===== src/rtl/fifo_nibble_packer.sv =====
// Paced drain of the nibble FIFO: pops one entry per PACE clocks (at most one in flight),
// packs PACK entries per word (lane 0 oldest), and offers each word on a valid/ready port.
module fifo_nibble_packer #(
  parameter int unsigned DATA_W = 4,
  parameter int unsigned PACK   = 4,
  parameter int unsigned PACE   = 10,
  parameter int unsigned CNT_W  = 16
) (
  input  logic                     clk,
  input  logic                     rst,
  input  logic                     fifo_empty,
  output logic                     fifo_rd_en,
  input  logic [DATA_W-1:0]        fifo_rd_data,
  output logic                     out_valid,
  input  logic                     out_ready,
  output logic [DATA_W*PACK-1:0]   out_data,
  output logic [CNT_W-1:0]         pop_count
);

  localparam int unsigned WORD_W = DATA_W * PACK;
  localparam int unsigned IDX_W  = (PACK > 1) ? $clog2(PACK) : 1;
  localparam int unsigned PACE_W = (PACE > 1) ? $clog2(PACE) : 1;
  localparam logic [IDX_W-1:0]  LAST_IDX  = IDX_W'(PACK - 1);
  localparam logic [PACE_W-1:0] PACE_LOAD = PACE_W'(PACE - 1);

  logic [PACE_W-1:0] pace_cnt;
  logic [IDX_W-1:0]  pack_idx;
  logic              inflight;
  logic [WORD_W-1:0] assembly;
  logic [WORD_W-1:0] assembly_next;
  logic              last_lane;
  logic              word_done;
  logic              word_taken;

  assign last_lane  = (pack_idx == LAST_IDX);
  assign word_done  = inflight && last_lane;
  assign word_taken = out_valid && out_ready;

  // Reads stall once the last lane would complete a word the output cannot take yet.
  always_comb begin
    fifo_rd_en = !rst && !inflight && (pace_cnt == '0) && !fifo_empty
                 && !(out_valid && last_lane);
  end

  always_comb begin
    assembly_next = assembly;
    if (inflight) begin
      for (int i = 0; i < int'(PACK); i++) begin
        if (pack_idx == IDX_W'(i)) assembly_next[i*DATA_W +: DATA_W] = fifo_rd_data;
      end
    end
  end

  always_ff @(posedge clk or posedge rst) begin
    if (rst) begin
      pace_cnt <= '0;
      inflight <= 1'b0;
    end else begin
      inflight <= fifo_rd_en;
      if (fifo_rd_en)
        pace_cnt <= PACE_LOAD;
      else if (pace_cnt != '0)
        pace_cnt <= pace_cnt - PACE_W'(1);
    end
  end

  // Capture the entry popped last cycle into its lane.
  always_ff @(posedge clk or posedge rst) begin
    if (rst) begin
      assembly  <= '0;
      pack_idx  <= '0;
      pop_count <= '0;
    end else if (inflight) begin
      assembly <= assembly_next;
      if (pop_count != '1) pop_count <= pop_count + CNT_W'(1);
      if (last_lane)
        pack_idx <= '0;
      else
        pack_idx <= pack_idx + IDX_W'(1);
    end
  end

  always_ff @(posedge clk or posedge rst) begin
    if (rst) begin
      out_valid <= 1'b0;
      out_data  <= '0;
    end else if (word_done) begin
      out_valid <= 1'b1;
      out_data  <= assembly_next;
    end else if (word_taken) begin
      out_valid <= 1'b0;
    end
  end

endmodule

===== config.mk =====
export PLATFORM = sky130hd
export DESIGN_NAME = fifo_nibble_packer
export DESIGN_NICKNAME = d
export VERILOG_FILES = /design/src/rtl/fifo_nibble_packer.sv
export SDC_FILE = /design/constraint.sdc
export NUM_CORES = 1
export LEC_CHECK = 0
export ABC_AREA = 1
export CORE_MARGIN = 2
export CORE_UTILIZATION = 56
export DETAILED_ROUTE_END_ITERATION = 10
export PLACE_DENSITY = 0.87
export SETUP_SLACK_MARGIN = 0.1
export SYNTH_ARGS = -nofsm -noshare
export SYNTH_HDL_FRONTEND = slang
export SYNTH_SLANG_ARGS = --single-unit

===== constraint.sdc =====
create_clock -name clk -period 2.4 [get_ports clk]
set_clock_uncertainty 0.05 [all_clocks]
set_input_delay 0.36 -clock clk [delete_from_list [all_inputs] [get_ports clk]]
set_output_delay 0.36 -clock clk [all_outputs]
set_load 0.02 [all_outputs]

==> metrics.yaml <==
post-route-period-util: 0.875
drv_slew: 0
final_area_um2: 3110
placed_area_um2: 2990
drt_iter0_drc: 57
grt_max_degree: 53
clockRootBuffer: "clkbuf_8"
antenna_found_initial: 0
synth.distinct_cells: 27
synth_area_leader_cell: "dfrtp_1"
dp_cells: 396
mostFrequentLayoutCells: "nand2_1, dfrtp_1, clkdlybuf4s50_1"
post-route-min-period_ns: 2.10
synth_top_cell_area_share: 0.519
area_growth_syn_to_layout_pct: 23.9
tightest_slew_ns: 0.439
dieHeight_um: 70.9
critPathLaunchType: "flop"
whs_ns: 0.390
setup_tns_ns: 0
die_area_um2: 5030
htree_num_levels: 2
avgRoutedWirePerCell_um: 11.9
synthCells: 304
layout.cells.non_filler: 404
first_pass_iters: 4
cts.path.max_buffers: 2
top_level_ports: 42
syn-cell-area_um2: 2510
nets: 365
critical_path_class: "reg -> out"
fmaxAchievable_ghz: 0.476
final_common_cell: "nand2_1"
cts_setup_buffers: 0
seqCellArea_um2: 1300
syn_area_per_cell_um2: 8.24
hold_viol_final: 0
drv_cap: 0
grt_usage: 0.207
end_kind: "output pin"
drt-total-wl_um: 4790
routabilityCongestion: 0.867
drive_gt1_frac: 0.105
path_clk_slew_ns: 0.09
synth_nets: 318
r2r_end: "pop_count[11]"
ir_worst_vdd_uv: 562
diodes: 0
dp_hpwl_um: 3570
cts_tree: "yes"
synth_seq_area_share: 0.519
grt_overflow: 0
grt_pass1_wl_um: 8290
outcome: "finished, final reports clean"
route.detailed.drc: 0
utilization: 0.718
ant_nets: 0
maxSlewHeadroom: 0.707
crit_fanout: 3
core_area_um2: 4320
worstReg2RegStart: "pop_count[0]"
yosys_register_bits: 52
initial_core_util: 0.580
worstHoldPathType: "in -> async"
fillCellCount: 357
power_leakage_uw: 0.00145
finalSetupViolations: 0
fp.dieW_um: 70.9
powerDensity_nw_per_um2: 851
multiInputGateArea_um2: 1060
required_ns: 1.99
ys_top_cells_by_area: "dfrtp_1, nand2_1, o21ai_0"
io_buffers: 41
vias: 2034
ys_warn_count: 0
ff2ff_setup_slack_ns: 0.65
critPathArrivalTime_ns: 1.69
rsz0062_at_grt: "no"
cts.sinks: 52
vias_per_cell: 5.03
reg2reg_depth: 9
grt_pass1_vias: 1939
fp-row-count: 24
cts_buffers: 5
clkLatencyLatePin_ns: 0.30
worst max-delay path, stage by stage, from the launching register on:
cell             delay, ns
dfrtp_1               0.38
inv_1                 0.09
ha_1                  0.17
nand2_1               0.07
nor2_1                0.13
nand3_1               0.13
inv_1                 0.10
clkdlybuf4s15_1       0.31
kinds of logic after synthesis:
group | share of synthesized area
xor+xnor | 0.0140
simple gates | 0.315
buf+inv | 0.0569
compound gates | 0.0654
flops | 0.519
fa+ha+maj | 0.0300
synth_stat cells (all sizes together):
cell / number
nand2: 136
dfrtp: 52
inv: 30
o21ai: 28
nor2: 22
nand3: 9
ha: 6
nand4: 5
buf: 3
nand3b: 3
clkbuf: 2
nor3: 2
xnor2: 2
xor2: 2
a21oi: 1
or2: 1
registers in the layout (all words and copies together), names as in the netlist:
signal / cells
out_data: 16
pack_idx: 2
pace_cnt: 4
pop_count: 16
assembly: 12
out_valid: 1
inflight: 1
layout make-up:
cell class              count  area share
clock inverters             3      0.0137
well taps                  52      0.0210
multi-input cells         217       0.342
inverters                  30      0.0363
repair buffers             45       0.146
flip-flops and latches     52       0.419
clock buffers               5      0.0222
how the worst max path moves through the flow:
stage | startpoint | to | slack (ns) | cells past startpoint
floorplan | pop_count[0] | pop_count[7] | 0.72 | 9
finish | pace_cnt[0] | fifo_rd_en | 0.30 | 7
global route | pace_cnt[0] | fifo_rd_en | 0.10 | 7
detailed placement | rst | fifo_rd_en | 0.09 | 5
global placement | rst | fifo_rd_en | 0.16 | 5
CTS | pace_cnt[0] | fifo_rd_en | 0.26 | 7
routing by layer:
metal | GRT usage | share of wire
met2 | 0.369 | 0.51
met3 | 0.0313 | 0.036
met1 | 0.254 | 0.44
met4 | 0.0776 | 0.015
met5 | 0 | 0
through the flow:
stage	power, uW	setup WS, ns
after global placement	2030	0.156
final	2640	0.299
after floorplan	1740	0.716
after global routing	2830	0.102
after detailed placement	2080	0.0882
after CTS	2680	0.259
where the power goes:
part | leakage (uW) | internal (uW) | switching, uW
clock | 0.0000541 | 309 | 283
sequential | 0.000589 | 1120 | 138
combinational | 0.000806 | 354 | 443
timing repair:
item | CTS | global route
cloned | 0 | 0
resized for setup | 1 | 1
setup endpoints to repair | 1 | 1
hold buffers | 0 | 0
(Power assumes the default switching activity.)
==> variant 1 (same flow settings) <==
The parameter `PACE` goes from 10 to 12.
--- a/src/rtl/fifo_nibble_packer.sv
+++ b/src/rtl/fifo_nibble_packer.sv
@@ -3,7 +3,7 @@
 module fifo_nibble_packer #(
   parameter int unsigned DATA_W = 4,
   parameter int unsigned PACK   = 4,
-  parameter int unsigned PACE   = 10,
+  parameter int unsigned PACE   = 12,
   parameter int unsigned CNT_W  = 16
 ) (
   input  logic                     clk,
Function: no difference found for any inputs over 10 cycles, from zero or initial values and one cycle with rst high; that may be too few to reach the edited logic, so the function may still have changed.
==> variant 1 against the unedited design <==
Setup slack improved by 0.10 ns; count of clock-buffer cells in the layout did not move; clock power rose by 3.7%; sequential cell count did not move; synthesized area fell by 0.20%; synthesized cell count fell by 0.66%; via count rose by 0.44%; final area fell by 0.20%; final cell count fell by 0.50%; total power fell by 0.43%; routed wire length rose by 3.5%; maximum frequency rose by 5.0%; critical endpoint unchanged; largest cell class unchanged; largest power group unchanged.
==> variant 1: results (changes against the unedited design) <==
| Metric | Value |
|---|---|
| WL met1 | `2.23 mm (was 2.11 mm)` |
| Met2 WL | `2.47 mm (was 2.43 mm)` |
| Antenna cell count | `0 (unchanged)` |
| Drt wl/cell | `12.3 µm (was 11.9 µm)` |
| Status | `complete, no violations (unchanged)` |
| P_int | `0.00176 W (was 0.00178 W)` |
| Critical path's top delay family | `flip-flops (was buffers and inverters)` |
| P_leak | `1.44 nW (was 1.45 nW)` |
| Pre-antenna DRT Iters | `4 (unchanged)` |
| Largest net degree at the start of global routing | `32 (was 53)` |
| Worst Path Max Fanout | `4 (was 3)` |
| Tightest Pin Transition | `0.483 ns (was 0.439 ns)` |
| Register area share after synthesis | `0.520 (was 0.519)` |
| Layout cells sized above 1 | `0.109 (was 0.105)` |
| Area after DPL | `0.00299 mm² (about the same)` |
| Met3 usage | `0.0442 (was 0.0313)` |
| Reg-to-reg endpoint | `pop_count[10]$_DFFE_PP0P_ (was pop_count[11]$_DFFE_PP0P_)` |
| Post-synth cell types | `28 (was 27)` |
| Met3 Routed Length | `177 µm (was 174 µm)` |
| Routing usage on met1 | `0.273 (was 0.254)` |
| CP arrival | `1.59 ns (was 1.69 ns)` |
| Placed wire-length estimate | `3.76 mm (was 3.57 mm)` |
| Total global-route track usage | `0.223 (was 0.207)` |
| Fillers | `353 (was 357)` |
| RR Startpoint | `pop_count[0]$_DFFE_PP0P_ (unchanged)` |
| First-iteration detailed-routing DRC count | `78 (was 57)` |
| Reg2Reg Setup Slack | `0.59 ns (was 0.65 ns)` |
| Met2 Resource Use GR | `0.394 (was 0.369)` |
| Final nets | `363 (was 365)` |
-- variant 1: area by class of cell --
cell class	instances	share of cell area
Clock buffer	5	0.0222
Clock inverter	3	0.0149
Inverter	29	0.0351
Multi-Input combinational cell	216	0.342
Sequential cell	52	0.420
Tap cell	52	0.0210
Timing Repair Buffer	45	0.145
-- variant 1: stage by stage --
step | std cells | utilization | total power, W | setup WS [ns] | hold WS, ns
global placement | 394 | 0.691 | 0.00199 | 0.185 | 0.416
global route | 402 | 0.717 | 0.00281 | 0.182 | 0.407
floorplan | 302 | - | 0.00171 | 0.716 | 0.411
detailed placement | 394 | 0.691 | 0.00204 | 0.169 | 0.414
finish | 402 | 0.717 | 0.00263 | 0.400 | 0.365
CTS | 402 | 0.718 | 0.00266 | 0.225 | 0.377
-- variant 1: cells by family (layout without fill, tap and decap cells) --
| family | Yosys count | in the layout | share of synthesized area |
|---|---|---|---|
| AOI/OAI and AO/OA | 30 | 30 | 0.0685 |
| buffers and inverters | 34 | 82 | 0.0555 |
| xor gates and xnor gates | 4 | 4 | 0.0140 |
| adders and majority gates | 6 | 6 | 0.0300 |
| DFF | 52 | 52 | 0.520 |
| and+or+nand+nor | 176 | 176 | 0.312 |
-- variant 1: power groups by stage --
stage	Clock (W)	Sequential, W	Combinational [W]
floorplan	0	0.00134	0.000375
global placement	0	0.00125	0.000747
detailed placement	0	0.00126	0.000782
CTS	0.000630	0.00124	0.000788
global route	0.000648	0.00128	0.000885
finish	0.000614	0.00124	0.000777
-- variant 1: repair_timing --
action | in CTS | in global routing
pin swaps | 0 | 0
gates resized for setup | 1 | 2
hold buffers | 0 | 0
gates cloned | 0 | 0
setup endpoints to repair | 1 | 1
==> variant 2 (config.mk and constraints unchanged) <==
Made on the original files. Register the output `pop_count` once more, cleared by the reset; this adds one clock of latency there. The other outputs are not delayed to match.
--- a/src/rtl/fifo_nibble_packer.sv
+++ b/src/rtl/fifo_nibble_packer.sv
@@ -22,6 +22,8 @@
   localparam int unsigned PACE_W = (PACE > 1) ? $clog2(PACE) : 1;
   localparam logic [IDX_W-1:0]  LAST_IDX  = IDX_W'(PACK - 1);
   localparam logic [PACE_W-1:0] PACE_LOAD = PACE_W'(PACE - 1);
+
+  logic [CNT_W-1:0] pop_count_s0;
 
   logic [PACE_W-1:0] pace_cnt;
   logic [IDX_W-1:0]  pack_idx;
@@ -69,10 +71,10 @@
     if (rst) begin
       assembly  <= '0;
       pack_idx  <= '0;
-      pop_count <= '0;
+      pop_count_s0 <= '0;
     end else if (inflight) begin
       assembly <= assembly_next;
-      if (pop_count != '1) pop_count <= pop_count + CNT_W'(1);
+      if (pop_count_s0 != '1) pop_count_s0 <= pop_count_s0 + CNT_W'(1);
       if (last_lane)
         pack_idx <= '0;
       else
@@ -92,4 +94,12 @@
     end
   end
 
+  always_ff @(posedge clk or posedge rst) begin
+    if (rst) begin
+      pop_count <= '0;
+    end else begin
+      pop_count <= pop_count_s0;
+    end
+  end
+
 endmodule
Check against the original RTL: not equivalent (Yosys sat finds a counterexample within 4 cycles, from zero or initial values and one cycle with rst high).
==> variant 2 against the unedited design <==
Hold slack got worse by 0.014 ns; largest power group unchanged; total power rose by 25%; routed wire length rose by 20%; setup slack improved by 0.075 ns; sequential cell count rose by 16; critical path type unchanged; final area rose by 16%; non-clock buffer count rose by 2; utilization fell by 0.064 points; global-route usage rose by 2.7 points; synthesized area rose by 14%; first-iteration DRC count rose by 130%; final cell count rose by 10%.
==> variant 2: results (changes against the unedited design) <==
| Metric | Value |
|---|---|
| Post-DR vias/cell | `4.98 (was 5.03)` |
| First-iteration detailed-routing DRC count | `132 (was 57)` |
| H-tree lvl count | `3 (was 2)` |
| Total global-route track usage | `0.234 (was 0.207)` |
| Number of global-route vias before repair | `2244 (was 1939)` |
| Post-synth cell types | `26 (was 27)` |
| First-pass GRT wire length | `9.74 mm (was 8.29 mm)` |
| Layout cells sized above 1 | `0.107 (was 0.105)` |
| Area after DPL | `0.00340 mm² (was 0.00299 mm²)` |
| Fillers | `395 (was 357)` |
| Largest net degree at the start of global routing | `28 (was 53)` |
| Top cells by count, synth | `125 x nand2_1, 68 x dfrtp_1, 30 x inv_1, 23 x o21ai_0, 13 x nor2_1 (was 128 x nand2_1, 52 x dfrtp_1, 28 x inv_1, 22 x o21ai_0, 16 x nor2_1)` |
| P_leak | `1.76 nW (was 1.45 nW)` |
| Reg2Reg Setup Slack | `0.77 ns (was 0.65 ns)` |
| Pre-antenna DRT Iters | `5 (was 4)` |
| RR Startpoint | `pop_count_s0[0]$_DFFE_PP0P_ (was pop_count[0]$_DFFE_PP0P_)` |
| Hold WC Path Type | `reg -> reg (was in -> async)` |
| Gpl congestion | `0.890 (was 0.867)` |
| Synthesized net count | `332 (was 318)` |
| Pre-CTS setup slack | `0.0536 ns (was 0.0882 ns)` |
| Routing usage on met1 | `0.265 (was 0.254)` |
| Met2 Resource Use GR | `0.408 (was 0.369)` |
| Status | `complete, no violations (unchanged)` |
| Largest regs | `out_data x16, pop_count x16, pop_count_s0 x16 (was out_data x16, pop_count x16, assembly x12)` |
| Reg-to-reg endpoint | `pop_count_s0[11]$_DFFE_PP0P_ (was pop_count[11]$_DFFE_PP0P_)` |
| CTS buffer count | `9 (was 5)` |
variant 2: logic make-up after synthesis:
group	synth area share
simple gates	0.265
flops	0.593
buf+inv	0.0541
compound gates	0.0462
fa+ha+maj	0.0262
xor+xnor	0.0153
variant 2: repair_timing:
| action | CTS | global route |
|---|---|---|
| hold buffers | 0 | 0 |
| cloned | 0 | 0 |
| setup endpoints to repair | 1 | 1 |
| resized for setup | 1 | 2 |
variant 2: metal layers:
| metal | vias to the layer above | share of wire |
|---|---|---|
| met5 | - | 0 |
| met4 | 0 | 0.019 |
| met3 | 13 | 0.048 |
| met2 | 66 | 0.53 |
| met1 | 1051 | 0.40 |
| li1 | 1085 | - |
variant 2: layout make-up:
cell class	count	share of cell area
tap	70	0.0244
timing repair buffer	47	0.129
multi-input combinational	210	0.281
clock inverter	4	0.0132
sequential	68	0.473
clock buffer	12	0.0432
inverter	34	0.0359
variant 2: where the power goes:
group	switching, W	internal (W)
registers	0.000132	0.00141
clock network	0.000407	0.000533
logic	0.000463	0.000356
